`src/rtl/capture_sequencer_if.sv`:
```
// rtl/capture_sequencer_if.sv - host/generator signal bundle for capture_sequencer
// forceTrigger exists only when CAPSEQ_FORCE_TRIG_EN is defined.
interface capture_sequencer_if #(
    parameter int SAMPLE_WIDTH = 16
);
    logic                    start;
    logic                    abort;
    logic [SAMPLE_WIDTH-1:0] sampleData;
    logic [SAMPLE_WIDTH-1:0] trigMask;
    logic [SAMPLE_WIDTH-1:0] trigValue;
    logic [31:0]             preTriggerSampleCountMax;
    logic                    write_enable;
    logic                    complete;
`ifdef CAPSEQ_FORCE_TRIG_EN
    logic                    forceTrigger;
`endif
    logic                    idle;
    logic                    preTrigger;
    logic                    postTrigger;
    logic                    triggered;
    logic                    transition;
    logic                    captureDone;
    logic                    captureAborted;
    logic [2:0]              state;

`ifdef CAPSEQ_FORCE_TRIG_EN
    modport master (
        output start, abort, sampleData, trigMask, trigValue,
               preTriggerSampleCountMax, write_enable, complete, forceTrigger,
        input  idle, preTrigger, postTrigger, triggered, transition,
               captureDone, captureAborted, state
    );
    modport slave (
        input  start, abort, sampleData, trigMask, trigValue,
               preTriggerSampleCountMax, write_enable, complete, forceTrigger,
        output idle, preTrigger, postTrigger, triggered, transition,
               captureDone, captureAborted, state
    );
`else
    modport master (
        output start, abort, sampleData, trigMask, trigValue,
               preTriggerSampleCountMax, write_enable, complete,
        input  idle, preTrigger, postTrigger, triggered, transition,
               captureDone, captureAborted, state
    );
    modport slave (
        input  start, abort, sampleData, trigMask, trigValue,
               preTriggerSampleCountMax, write_enable, complete,
        output idle, preTrigger, postTrigger, triggered, transition,
               captureDone, captureAborted, state
    );
`endif
endinterface

```
`src/rtl/capture_sequencer.sv`:
```
// rtl/capture_sequencer.sv - run-control FSM for one logic-capture run
// Optional: CAPSEQ_FORCE_TRIG_EN adds forceTrigger as an extra trigger source in ARMED.
module capture_sequencer #(
    parameter int SAMPLE_WIDTH = 16
) (
    input  logic                clk,
    input  logic                reset,
    capture_sequencer_if.slave  bus
);
    typedef enum logic [2:0] {
        S_IDLE  = 3'd0,
        S_FILL  = 3'd1,
        S_ARMED = 3'd2,
        S_POST  = 3'd3,
        S_DONE  = 3'd4
    } state_t;

    state_t                  state_q, state_d;
    logic [31:0]             fill_count_q, fill_count_d, fill_count_inc;
    logic [SAMPLE_WIDTH-1:0] prev_sample_q;
    logic                    first_sample_q, first_sample_d;
    logic                    capture_done_q, capture_done_d;
    logic                    capture_aborted_q, capture_aborted_d;
    logic                    running;
    logic                    match;
    logic                    force_hit;
    logic                    trig_hit;
    logic                    launch;
    state_t                  launch_state;

    assign running = (state_q == S_FILL) || (state_q == S_ARMED) || (state_q == S_POST);
    assign match   = ((bus.sampleData ^ bus.trigValue) & bus.trigMask) == '0;

`ifdef CAPSEQ_FORCE_TRIG_EN
    assign force_hit = bus.forceTrigger;
`else
    assign force_hit = 1'b0;
`endif

    // Abort wins over a trigger in the same cycle, so no pulse leaks out on abort.
    assign trig_hit     = (state_q == S_ARMED) && (match || force_hit) && !bus.abort;
    assign launch       = bus.start && !bus.abort;
    assign launch_state = (bus.preTriggerSampleCountMax == 32'd0) ? S_ARMED : S_FILL;

    // Saturating count: the fill counter never wraps back under the target.
    assign fill_count_inc = fill_count_q +
        {31'd0, (bus.write_enable && (fill_count_q != 32'hFFFF_FFFF))};

    always_comb begin
        state_d           = state_q;
        fill_count_d      = fill_count_q;
        first_sample_d    = first_sample_q;
        capture_done_d    = capture_done_q;
        capture_aborted_d = capture_aborted_q;

        if (running) begin
            first_sample_d = 1'b0;
        end

        case (state_q)
            S_IDLE, S_DONE: begin
                if (launch) begin
                    state_d           = launch_state;
                    first_sample_d    = 1'b1;
                    fill_count_d      = 32'd0;
                    capture_done_d    = 1'b0;
                    capture_aborted_d = 1'b0;
                end
            end
            S_FILL: begin
                if (bus.abort) begin
                    state_d           = S_DONE;
                    capture_done_d    = 1'b1;
                    capture_aborted_d = 1'b1;
                end else begin
                    fill_count_d = fill_count_inc;
                    if (fill_count_inc == bus.preTriggerSampleCountMax) begin
                        state_d = S_ARMED;
                    end
                end
            end
            S_ARMED: begin
                if (bus.abort) begin
                    state_d           = S_DONE;
                    capture_done_d    = 1'b1;
                    capture_aborted_d = 1'b1;
                end else if (trig_hit) begin
                    state_d = S_POST;
                end
            end
            S_POST: begin
                if (bus.abort) begin
                    state_d           = S_DONE;
                    capture_done_d    = 1'b1;
                    capture_aborted_d = 1'b1;
                end else if (bus.complete) begin
                    state_d        = S_DONE;
                    capture_done_d = 1'b1;
                end
            end
            default: begin
                state_d = S_IDLE;
            end
        endcase
    end

    always_ff @(posedge clk) begin
        if (reset) begin
            state_q           <= S_IDLE;
            fill_count_q      <= 32'd0;
            prev_sample_q     <= '0;
            first_sample_q    <= 1'b0;
            capture_done_q    <= 1'b0;
            capture_aborted_q <= 1'b0;
        end else begin
            state_q           <= state_d;
            fill_count_q      <= fill_count_d;
            prev_sample_q     <= bus.sampleData;
            first_sample_q    <= first_sample_d;
            capture_done_q    <= capture_done_d;
            capture_aborted_q <= capture_aborted_d;
        end
    end

    assign bus.idle           = (state_q == S_IDLE);
    assign bus.preTrigger     = (state_q == S_FILL) || (state_q == S_ARMED);
    assign bus.postTrigger    = (state_q == S_POST);
    assign bus.triggered      = trig_hit;
    assign bus.transition     = running && (first_sample_q || (bus.sampleData != prev_sample_q));
    assign bus.captureDone    = capture_done_q;
    assign bus.captureAborted = capture_aborted_q;
    assign bus.state          = state_q;
endmodule

```
`src/flat_wrapper.sv`:
```
// flat-port wrapper written by rule: the top's interface ports become plain ports
module capture_sequencer_flat 
#(
    parameter int SAMPLE_WIDTH = 16
)
  (clk, reset, bus_start, bus_abort, bus_sampleData, bus_trigMask, bus_trigValue, bus_preTriggerSampleCountMax, bus_write_enable, bus_complete, bus_idle, bus_preTrigger, bus_postTrigger, bus_triggered, bus_transition, bus_captureDone, bus_captureAborted, bus_state);
  capture_sequencer_if #(.SAMPLE_WIDTH(SAMPLE_WIDTH)) bus_i ();
  input  logic clk;
  input  logic reset;
  input wire logic [$bits(bus_i.start)-1:0] bus_start;
  input wire logic [$bits(bus_i.abort)-1:0] bus_abort;
  input wire logic [$bits(bus_i.sampleData)-1:0] bus_sampleData;
  input wire logic [$bits(bus_i.trigMask)-1:0] bus_trigMask;
  input wire logic [$bits(bus_i.trigValue)-1:0] bus_trigValue;
  input wire logic [$bits(bus_i.preTriggerSampleCountMax)-1:0] bus_preTriggerSampleCountMax;
  input wire logic [$bits(bus_i.write_enable)-1:0] bus_write_enable;
  input wire logic [$bits(bus_i.complete)-1:0] bus_complete;
  output wire logic [$bits(bus_i.idle)-1:0] bus_idle;
  output wire logic [$bits(bus_i.preTrigger)-1:0] bus_preTrigger;
  output wire logic [$bits(bus_i.postTrigger)-1:0] bus_postTrigger;
  output wire logic [$bits(bus_i.triggered)-1:0] bus_triggered;
  output wire logic [$bits(bus_i.transition)-1:0] bus_transition;
  output wire logic [$bits(bus_i.captureDone)-1:0] bus_captureDone;
  output wire logic [$bits(bus_i.captureAborted)-1:0] bus_captureAborted;
  output wire logic [$bits(bus_i.state)-1:0] bus_state;
  assign bus_i.start = bus_start;
  assign bus_i.abort = bus_abort;
  assign bus_i.sampleData = bus_sampleData;
  assign bus_i.trigMask = bus_trigMask;
  assign bus_i.trigValue = bus_trigValue;
  assign bus_i.preTriggerSampleCountMax = bus_preTriggerSampleCountMax;
  assign bus_i.write_enable = bus_write_enable;
  assign bus_i.complete = bus_complete;
  assign bus_idle = bus_i.idle;
  assign bus_preTrigger = bus_i.preTrigger;
  assign bus_postTrigger = bus_i.postTrigger;
  assign bus_triggered = bus_i.triggered;
  assign bus_transition = bus_i.transition;
  assign bus_captureDone = bus_i.captureDone;
  assign bus_captureAborted = bus_i.captureAborted;
  assign bus_state = bus_i.state;
  capture_sequencer #(.SAMPLE_WIDTH(SAMPLE_WIDTH)) u_core (.clk(clk), .reset(reset), .bus(bus_i));
endmodule
```
`config.mk`:
```
export PLATFORM = sky130hd
export DESIGN_NAME = capture_sequencer_flat
export DESIGN_NICKNAME = d
export VERILOG_FILES = /design/src/rtl/capture_sequencer_if.sv /design/src/rtl/capture_sequencer.sv /design/src/flat_wrapper.sv
export SDC_FILE = /design/constraint.sdc
export NUM_CORES = 1
export LEC_CHECK = 0
export CORE_MARGIN = 10
export CORE_UTILIZATION = 50
export CTS_CLUSTER_DIAMETER = 50
export DETAILED_ROUTE_END_ITERATION = 16
export MAX_ROUTING_LAYER = met4
export PLACE_DENSITY = 0.92
export SYNTH_ARGS = -nofsm -noshare
export SYNTH_HDL_FRONTEND = slang
export SYNTH_SLANG_ARGS = --single-unit
```
`constraint.sdc`:
```
create_clock -name clk -period 10 [get_ports clk]
set_clock_uncertainty 0.05 [all_clocks]
set_input_delay 2 -clock clk [delete_from_list [all_inputs] [get_ports clk]]
set_output_delay 2 -clock clk [all_outputs]
set_load 0.01 [all_outputs]
```
### Word level (Yosys, flattened, before mapping)

Cells that the tools add are included.

| storage, ports and cells | value |
|---|---|
| register bits after elaboration | 54 |
| output and inout port bits | 10 |
| input port bits | 86 |
| logic and storage cells | 66 |

| cells by class | value |
|---|---|
| reduce and logical (&&, ||, !) cells | 22 |
| bitwise operators | 2 |
| multiplexer cells | 21 |
| equal/unequal tests | 14 |
| add/subtract/negate cells | 1 |

Operators with widths:

| operator | count |
|---|---|
| $mux 32 | 2 |
| $pmux 32 s2 | 1 |
| $add 32x1->32 | 1 |
| $eq 32x32->1 | 1 |
| $logic_not 32->1 | 1 |
| $ne 32x32->1 const B | 1 |
| $mux 3 | 7 |
| $and 16x16->16 | 1 |
| $logic_not 16->1 | 1 |
| $ne 16x16->1 | 1 |
| $xor 16x16->16 | 1 |
| $pmux 3 s4 | 1 |
| $ne 3x3->1 const B | 3 |
| $reduce_and 4->1 | 2 |
| $mux 1 | 7 |
| $eq 3x2->1 const B | 2 |
| $ne 2x1->1 const B | 3 |
| $reduce_and 3->1 | 2 |
| $logic_and 1x1->1 | 5 |
| $reduce_bool 2->1 | 2 |
| $reduce_or 2->1 | 2 |
| $eq 3x1->1 const B | 1 |
| $eq 3x3->1 const B | 1 |
| $logic_not 3->1 | 1 |
| 8 further kinds | 10 |

### Depth between registers and ports, before layout

Gate-level depths: netlist (run 1).

| depth | value |
|---|---|
| depth after elaboration | 8 |
| depth in mapped cells | 16 |
| mapped depth without buffers | 13 |

### Worst setup path after synthesis (run 1)

No wires, ideal clock.

| timing | value |
|---|---|
| path kind | input port to output port |
| start | in bus_trigValue[5] |
| end | out bus_triggered |
| slack | 5.065 ns |
| arrival time | 2.885 ns |
| data required time | 7.950 ns |
| path buffers | 0 |
| stages | 4 |
| path through | xor2_1 a22oi_1 nand4_1 nor4_1 |

| between the ends | value |
|---|---|
| cells in the longest elaborated chain, start to end | 5 |

Ends and longest elaborated chain:

| element | line | text |
|---|---|---|
| from (decl) | flat_wrapper.sv:14 | `input wire logic [$bits(bus_i.trigValue)-1:0] bus_trigValue;` |
| $xor 16x16->16 | capture_sequencer.sv:32 | `assign match = ((bus.sampleData ^ bus.trigValue) & bus.trigMask) == '0;` |
| $and 16x16->16 | capture_sequencer.sv:32 |  |
| $logic_not 16->1 | capture_sequencer.sv:32 |  |
| $logic_and 1x1->1 (2 in a row) | capture_sequencer.sv:41 | `assign trig_hit = (state_q == S_ARMED) && (match \|\| force_hit) && !bus.abort;` |
| to (decl) | flat_wrapper.sv:21 | `output wire logic [$bits(bus_i.triggered)-1:0] bus_triggered;` |

No other way between the ends.

### Worst setup path in the final report (run 1)

| timing | value |
|---|---|
| start | in bus_sampleData[13] |
| end | out bus_triggered |

| between the ends | value |
|---|---|
| cells in the longest elaborated chain, start to end | 5 |

Ends and longest elaborated chain:

| element | line | text |
|---|---|---|
| from (decl) | flat_wrapper.sv:12 | `input wire logic [$bits(bus_i.sampleData)-1:0] bus_sampleData;` |
| $xor 16x16->16 | capture_sequencer.sv:32 |  |
| $and 16x16->16 | capture_sequencer.sv:32 |  |
| $logic_not 16->1 | capture_sequencer.sv:32 |  |
| $logic_and 1x1->1 (2 in a row) | capture_sequencer.sv:41 |  |

No other way between the ends.

==> results.txt, run 1 <==
The part of the Yosys area used for sequential elements was 27.4%; the count of mapped cells out of synthesis was 506. The clock drives 54 sinks. The number of pins with negative max-slew slack in the final report came out at 0. The share of flip-flops with an asynchronous set or reset after synthesis came out at 0%. Setup repair after global routing left no endpoint under its margin. The maximum count of clock buffers along a single path was 2. TritonCTS built the clock tree.

Grouping stages by cell kind, the critical path spends the most delay in buffers and inverters. On the critical path, the stage with the largest delay is an instance of sky130_fd_sc_hd__clkdlybuf4s50_1. The number of buffers added by the clock tree synthesis step is 5. Timing analysis after detailed placement gives a worst setup slack of 3990 ps. Post-CTS repair changed the size of 0 cells.

The run gives 4195 as the via count of the first global-routing pass. Net switching is 35.7% of the power. The category of the critical setup timing path was in2out. The worst path arrival time was 3960 ps; the CTS clock-pin slew for the worst setup and hold paths was 100 ps. The share of power burned in registers is 37.4%.

After layout, the minimum clock period comes to 6010 ps. Clock latency reported for the late side of the worst-skew pair: 310 ps. Buffers inserted to repair hold after CTS numbered 0. Ranked by instance count, the synthesized netlist is headed by sky130_fd_sc_hd__dfxtp_1, sky130_fd_sc_hd__nor2_1, sky130_fd_sc_hd__xor2_1. The category of the worst setup path capture point was an output port. The post-synth net total was 594. The core region is 7690 um2. Total count of hold-check failures in the final report: 0. The tools report the count of yosys warnings during synthesis as 0. In the final timing run, aggregate negative setup slack is 0 ps. The tools report the total routed wirelength as 12200 um. The clock tree synthesis step divided the H-tree into 2 levels. The run gives 0 as the final antenna-violating net count. The antenna diode count is 0, and the pin count of the biggest net entering global routing is 55. At the pin with the least slew margin, the transition time is 852 ps. Static timing analysis puts the maximum clock frequency at 166 MHz. Max-cap violations in this run came to 0. The number of antenna violations at the first check in global routing came out at 0.

In this run the power spent charging and discharging nets is 0.000232 W. Once routing completed, OpenROAD measured the worst setup slack at 3990 ps. For this design the static power due to leakage is 1.70 nW. The register bit total from synthesis came out at 54. Data on the critical path is required at its endpoint by 7950 ps. The run gives 3950 um2 as the post-synthesis cell area.

The die is 109 um tall. Cell internal power was estimated by the tool at 0.000417 W. The via count of the routed design was 4174. The tools report the cell at the root of the clock tree as sky130_fd_sc_hd__clkbuf_8. The final cycle utilization of the critical path was 60.1%; the fraction of power consumed by the clock network was 23.1%. Share of cells above drive strength 1: 4.99%. The flip-flop cell with the highest count after synthesis was sky130_fd_sc_hd__dfxtp_1.

The flow ran to the end, and the final reports show no timing, DRC or antenna violations. By area the synthesized netlist is led by sky130_fd_sc_hd__dfxtp_1, sky130_fd_sc_hd__xor2_1, sky130_fd_sc_hd__xnor2_1. The worst-case IR drop observed on VDD is 104 uV. The number of flops mapped to enable cells by yosys was 0. The total of buffers placed on input and output ports works out to 95.

In this run the worst path has a maximum fanout of 3. Among the stages of the critical path, the cell type that occurs most often is sky130_fd_sc_hd__clkdlybuf4s50_1. From synthesis to final layout, the design area changed by 25.0%. The placer's final routability congestion estimate is 0.967. The worst setup path is launched from a primary input. After legalization and detailed placement, the total HPWL measured 9260 um. The final layout net count was 668. For the max-slew headroom at the worst pin, the log shows 43.0%. The number of unique standard cell types used by synthesis is 62. The all-layer global routing usage is 21.1%, and the initial cell density of the core is 51.4%. The iteration-0 DRC count of the detailed router came out at 305. The run gives 11900 um2 as the area of the die. After detailed routing, the number of vias per cell comes to 6.11. For the total power after layout, the log shows 0.000649 W. The path class of the tightest hold or removal check is reg2reg. The number of placement rows came out at 32.

After detailed placement, the design holds a cell count of 675. The horizontal extent of the die is 109 um, and the worst hold slack across all endpoints is 415 ps. Of the post-synthesis cell area, the dominant cell type holds 27.4%. The sum of buffers and inverters on the critical path is 2. The first global-routing pass estimated 20000 um of wire. In this run the power density over the cells is 131 nW/um2. The run gives 5 as the number of detailed-routing iterations run before antenna repair. The I/O pin count came out at 96.

In the final routed layout, each cell accounts on average for 17.9 um. The peak per-stage delay on the critical path was 600 ps. The biggest area consumer among synthesized cells is sky130_fd_sc_hd__dfxtp_1. After clock tree synthesis, the setup repair step added 0 buffers.

The final non-filler cell total is 683, and the total DRC errors in the routed layout is 0. The signal on the critical path passes through clkdlybuf4s50_1 -> xor2_1 -> a22oi_1 -> nand4_1 -> nor4_1 -> clkdlybuf4s50_1. A synthesized cell averages 7.81 um2. For this run the aggregate overflow at the end of global routing stands at 0. Combinational logic is responsible for 39.6% of the overall power. Setup violations remaining at the end of the flow were counted as 0.
==> power by group through the flow <==
stage / clock network (W) / registers [W] / logic (W)
6_report: 0.000150 / 0.000242 / 0.000257
5_1_grt: 0.000159 / 0.000245 / 0.000280
4_1_cts: 0.000150 / 0.000242 / 0.000255
3_5_place_dp: 0 / 0.000247 / 0.000253
3_3_place_gp: 0 / 0.000246 / 0.000245
2_1_floorplan: 0 / 0.000246 / 0.000139
==> kinds of logic after synthesis <==
kind of cell | after synthesis | synth area share [%]
and+or+nand+nor | 226 | 31.1
DFF | 54 | 27.4
AOI/OAI and AO/OA | 110 | 17.4
adders and majority gates | 2 | 0.633
buffers and inverters | 35 | 5.95
xor gates and xnor gates | 79 | 17.5
==> metrics by stage <==
step                area, um2  util [%]
detailed placement       4830      62.8
global route             4940      64.2
floorplan                3950         -
finish                   4940      64.2
global placement         4830      62.8
CTS                      4940      64.2
==> tightest hold or removal path: stages, from the launching register on <==
cell and delay [ps]:
sky130_fd_sc_hd__dfxtp_1 320, sky130_fd_sc_hd__nand2_1 50, sky130_fd_sc_hd__a21oi_1 50
==> layout by cell type (no fill, tap or decap), drive strengths merged, types with 3 or more instances in the layout <==
cell type	count
nand2b	3
a31oi	5
clkbuf	6
and4	5
o31ai	3
a211oi	3
nand2	43
inv	5
a22oi	16
xor2	47
or3	4
nand3	13
nor4	20
nor3	22
nand4	22
and2	3
a311oi	4
nor2	55
dfxtp	54
a21oi	36
nor2b	18
o21ai	29
clkdlybuf4s50	95
xnor2	32
and3	9
==> layout make-up <==
type                            instances  area, um2
Fill cell                             667       2750
Multi-Input combinational cell        417       2640
Sequential cell                        54       1080
Timing Repair Buffer                   97        966
Tap cell                              102        128
Clock buffer                            6       72.6
Clock inverter                          2       37.5
Inverter                                5       18.8
==> layer usage <==
layer	track usage, %	share of wire (%)	up-vias	wire, um
met5	-	0	-	0
met4	6.50	2.6	0	324
met3	4.31	8.1	32	988
met2	33.9	45	248	5560
met1	25.9	44	1923	5370
li1	-	-	1971	-
==> registers in the layout (all words and copies together) (netlist names) <==
register / count
u_core.bus.state: 3
u_core.fill_count_q: 32
u_core.prev_sample_q: 16
u_core.first_sample_q: 1
u_core.bus.captureAborted: 1
u_core.bus.captureDone: 1
==> worst paths after layout <==
| kind | slack (ps) | end | cells past startpoint | startpoint |
|---|---|---|---|---|
| worst max register to register | 5900 | u_core.bus.state[0] | 13 | u_core.fill_count_q[4] |
| worst min register to register | 420 | u_core.bus.captureDone | 2 | u_core.bus.captureDone |
| worst max-delay path | 3990 | bus_triggered | 6 | bus_sampleData[13] |
| worst min-delay path | 420 | u_core.bus.captureDone | 2 | u_core.bus.captureDone |
Note: power is estimated with default switching activity, not from simulation.
==> run 2: changes to the inputs <==
==> constraint.sdc (replaced) <==
create_clock -name clk -period 6 [get_ports clk]
set_clock_uncertainty 0.05 [all_clocks]
set_input_delay 1.2 -clock clk [delete_from_list [all_inputs] [get_ports clk]]
set_output_delay 1.2 -clock clk [all_outputs]
set_load 0.01 [all_outputs]
==> run 2 against run 1 <==
- global-route usage rose by 0.37 points
- critical path depth did not move
- register-to-register slack got worse by 3900 ps
- sequential share of layout area did not move
- sequential power rose by 67%
- clock power rose by 68%
- critical endpoint unchanged
- largest power group unchanged
==> results.txt, run 2 (synthesized netlist as in run 1, its figures left out) <==
The flow ran to the end, and the final reports show no timing, DRC or antenna violations. The category of the critical setup timing path was in2out. The highest achievable clock rate came out at 221 MHz. The power per cell area works out to 220 nW/um2 (+68%). The total of buffers placed on input and output ports came out at 95 (unchanged). The tightest min-delay check is of the reg2reg type. Total power after layout: 0.00109 W (+68%). Setup repair after global routing left no endpoint under its margin. The run gives 0 (unchanged) as the total of cells resized after clock tree synthesis. The number of placement rows is 32 (unchanged).

The logs give 0 (unchanged) for the total count of hold-check failures in the final report and 51.4% (unchanged) for the initial cell density of the core. The share of cells above drive strength 1 is 4.99% (unchanged), and the global-route wire length before repair is 20300 um (+1.4%). For the finished layout, the period the worst path requires is 4530 ps.

The logs give 0 (unchanged) for the number of pins with negative max-slew slack in the final report and 5 (unchanged) for the number of buffers added by the clock tree synthesis step. The required time of the critical path is 4750 ps (-3200 ps), and the total routed wirelength is 12500 um (+2.5%). The max-slew headroom at the worst pin came out at 23.9% (-19 points).

The antenna diode count was 0 (unchanged); the maximum count of clock buffers along a single path was 2 (unchanged). The logs give 2000 ps (-3900 ps) for the setup slack of the most critical reg-to-reg path and 0 (unchanged) for the final setup violation count. In the layout the commonest cells are sky130_fd_sc_hd__clkdlybuf4s50_1, sky130_fd_sc_hd__nor2_1, sky130_fd_sc_hd__dfxtp_1, sky130_fd_sc_hd__xor2_1, sky130_fd_sc_hd__nand2_1. The most common library cell in the layout ignoring fill and taps is sky130_fd_sc_hd__clkdlybuf4s50_1. The run gives 54 (unchanged) as the CTS sink count. For the cts-stage hold buffer count, the log shows 0 (unchanged). For the number of max-cap violations, the log shows 0 (unchanged). The worst register-to-register path begins at u_core.fill_count_q[4].

STA classifies the critical path endpoint as an output port. Final layout net count: 668 (unchanged). Horizontal extent of the die: 109 um (unchanged). The worst-case reg-to-reg path depth is 13 (unchanged), and the area added between synthesis and finish is 25.0% (unchanged). The iteration-0 DRC count of the detailed router was 308 (+0.98%). The worst hold path endpoint is u_core.bus.captureDone. The number of detailed-routing iterations run before antenna repair is 11 (+6).

The endpoint identified for the worst register-to-register timing path is u_core.bus.state[1]. The largest voltage drop on the vdd net was 166 uV (+60%); the via count normalized by instance count was 6.14 (+0.48%). The placeable core area was 7690 um2 (unchanged). The detailed placement HPWL is 9740 um (+5.1%). Ranked by flip-flop count, first place goes to u_core.fill_count_q. The leftover overflow at the end of global routing is 0 (unchanged), and the sum of negative setup slack is 0 ps (unchanged). The tools report the deepest level of the CTS H-tree as 2 (unchanged). STA classifies the critical path startpoint as a primary input. The pin count of the biggest net entering global routing is 46 (-16%), and the transition time of the tightest slew-check pin is 1140 ps (+285 ps). CTS clock-pin slew for the worst setup and hold paths: 100 ps (about the same). The logs give 4194 (+0.48%) for the via count of the routed design and 0 (unchanged) for the number of setup buffers added after CTS. The run gives 0 (unchanged) as the total DRC errors in the routed layout.

The wire length per cell works out to 18.4 um (+2.5%). The y dimension of the die works out to 109 um (unchanged). The I/O pin count was 96 (unchanged).

TritonCTS built the clock tree. The number of antenna violations at the first check in global routing was 0 (unchanged). For the via count of the first global-routing pass, the log shows 4239 (+1.0%).

The all-layer global routing usage is 21.4% (+0.37 points), and the worst path arrival time is 3280 ps (-680 ps). The cell at the root of the clock tree is sky130_fd_sc_hd__clkbuf_8. The highest fanout seen on the critical path came out at 3 (unchanged). The number of flip-flops in the largest register is 32 (unchanged). Of the available clock period, the critical path in the final layout requires 75.5%. The worst min-delay path startpoint was u_core.bus.captureDone. The area of the die came out at 11900 um2 (unchanged). The final antenna-violating net count came out at 0 (unchanged). The placer's final routability congestion estimate came out at 0.976 (+0.85%). The standby leakage power came out at 1.70 nW (unchanged). The worst hold path stage count was 2 (unchanged). The clock latency reported for the late side of the worst-skew pair came out at 320 ps (about the same).
-- run 2: worst max path at each step --
stage | startpoint | to | depth (start not counted)
after CTS | bus_sampleData[4] | bus_triggered | 6
after floorplan | bus_write_enable | u_core.bus.state[0] | 11
after global routing | bus_sampleData[4] | bus_triggered | 6
after global placement | bus_sampleData[4] | bus_triggered | 6
after detailed placement | bus_sampleData[4] | bus_triggered | 6
final | bus_sampleData[4] | bus_triggered | 6
-- run 2: report_power, final --
| part | internal (W) | switching [W] |
|---|---|---|
| Combinational | 0.000191 | 0.000240 |
| Sequential | 0.000380 | 0.0000247 |
| Clock | 0.000125 | 0.000127 |
| Total | 0.000695 | 0.000392 |
-- run 2: per-stage QoR --
| stage | setup WS (ps) | instance area, um2 | utilization, % | std cells | hold WS [ps] |
|---|---|---|---|---|---|
| after CTS | 1420 | 4940 | 64.2 | 683 | 425 |
| after global placement | 1570 | 4830 | 62.8 | 675 | 395 |
| final | 1470 | 4940 | 64.2 | 683 | 423 |
| after global routing | 1350 | 4940 | 64.2 | 683 | 455 |
| after detailed placement | 1450 | 4830 | 62.8 | 675 | 411 |
| after floorplan | 2570 | 3950 | - | 506 | 404 |
-- run 2: final cells by class --
| class | count | area (um2) |
|---|---|---|
| Fill cell | 678 | 2750 |
| Multi-Input combinational cell | 417 | 2640 |
| Sequential cell | 54 | 1080 |
| Timing Repair Buffer | 97 | 966 |
| Tap cell | 102 | 128 |
| Clock buffer | 6 | 72.6 |
| Clock inverter | 2 | 37.5 |
| Inverter | 5 | 18.8 |
-- run 2: critical path: stages --
cell and delay (ps):
sky130_fd_sc_hd__clkdlybuf4s50_1 470, sky130_fd_sc_hd__xor2_1 170, sky130_fd_sc_hd__a22oi_1 260, sky130_fd_sc_hd__nand4_1 210
sky130_fd_sc_hd__nor4_1 360, sky130_fd_sc_hd__clkdlybuf4s50_1 610
-- run 2: metal layers --
layer	vias to the layer above	GRT usage (%)	wire (um)
li1	1969	-	-
met1	1939	25.1	5180
met2	261	35.6	6040
met3	25	5.07	1040
met4	0	6.31	280
met5	-	-	0
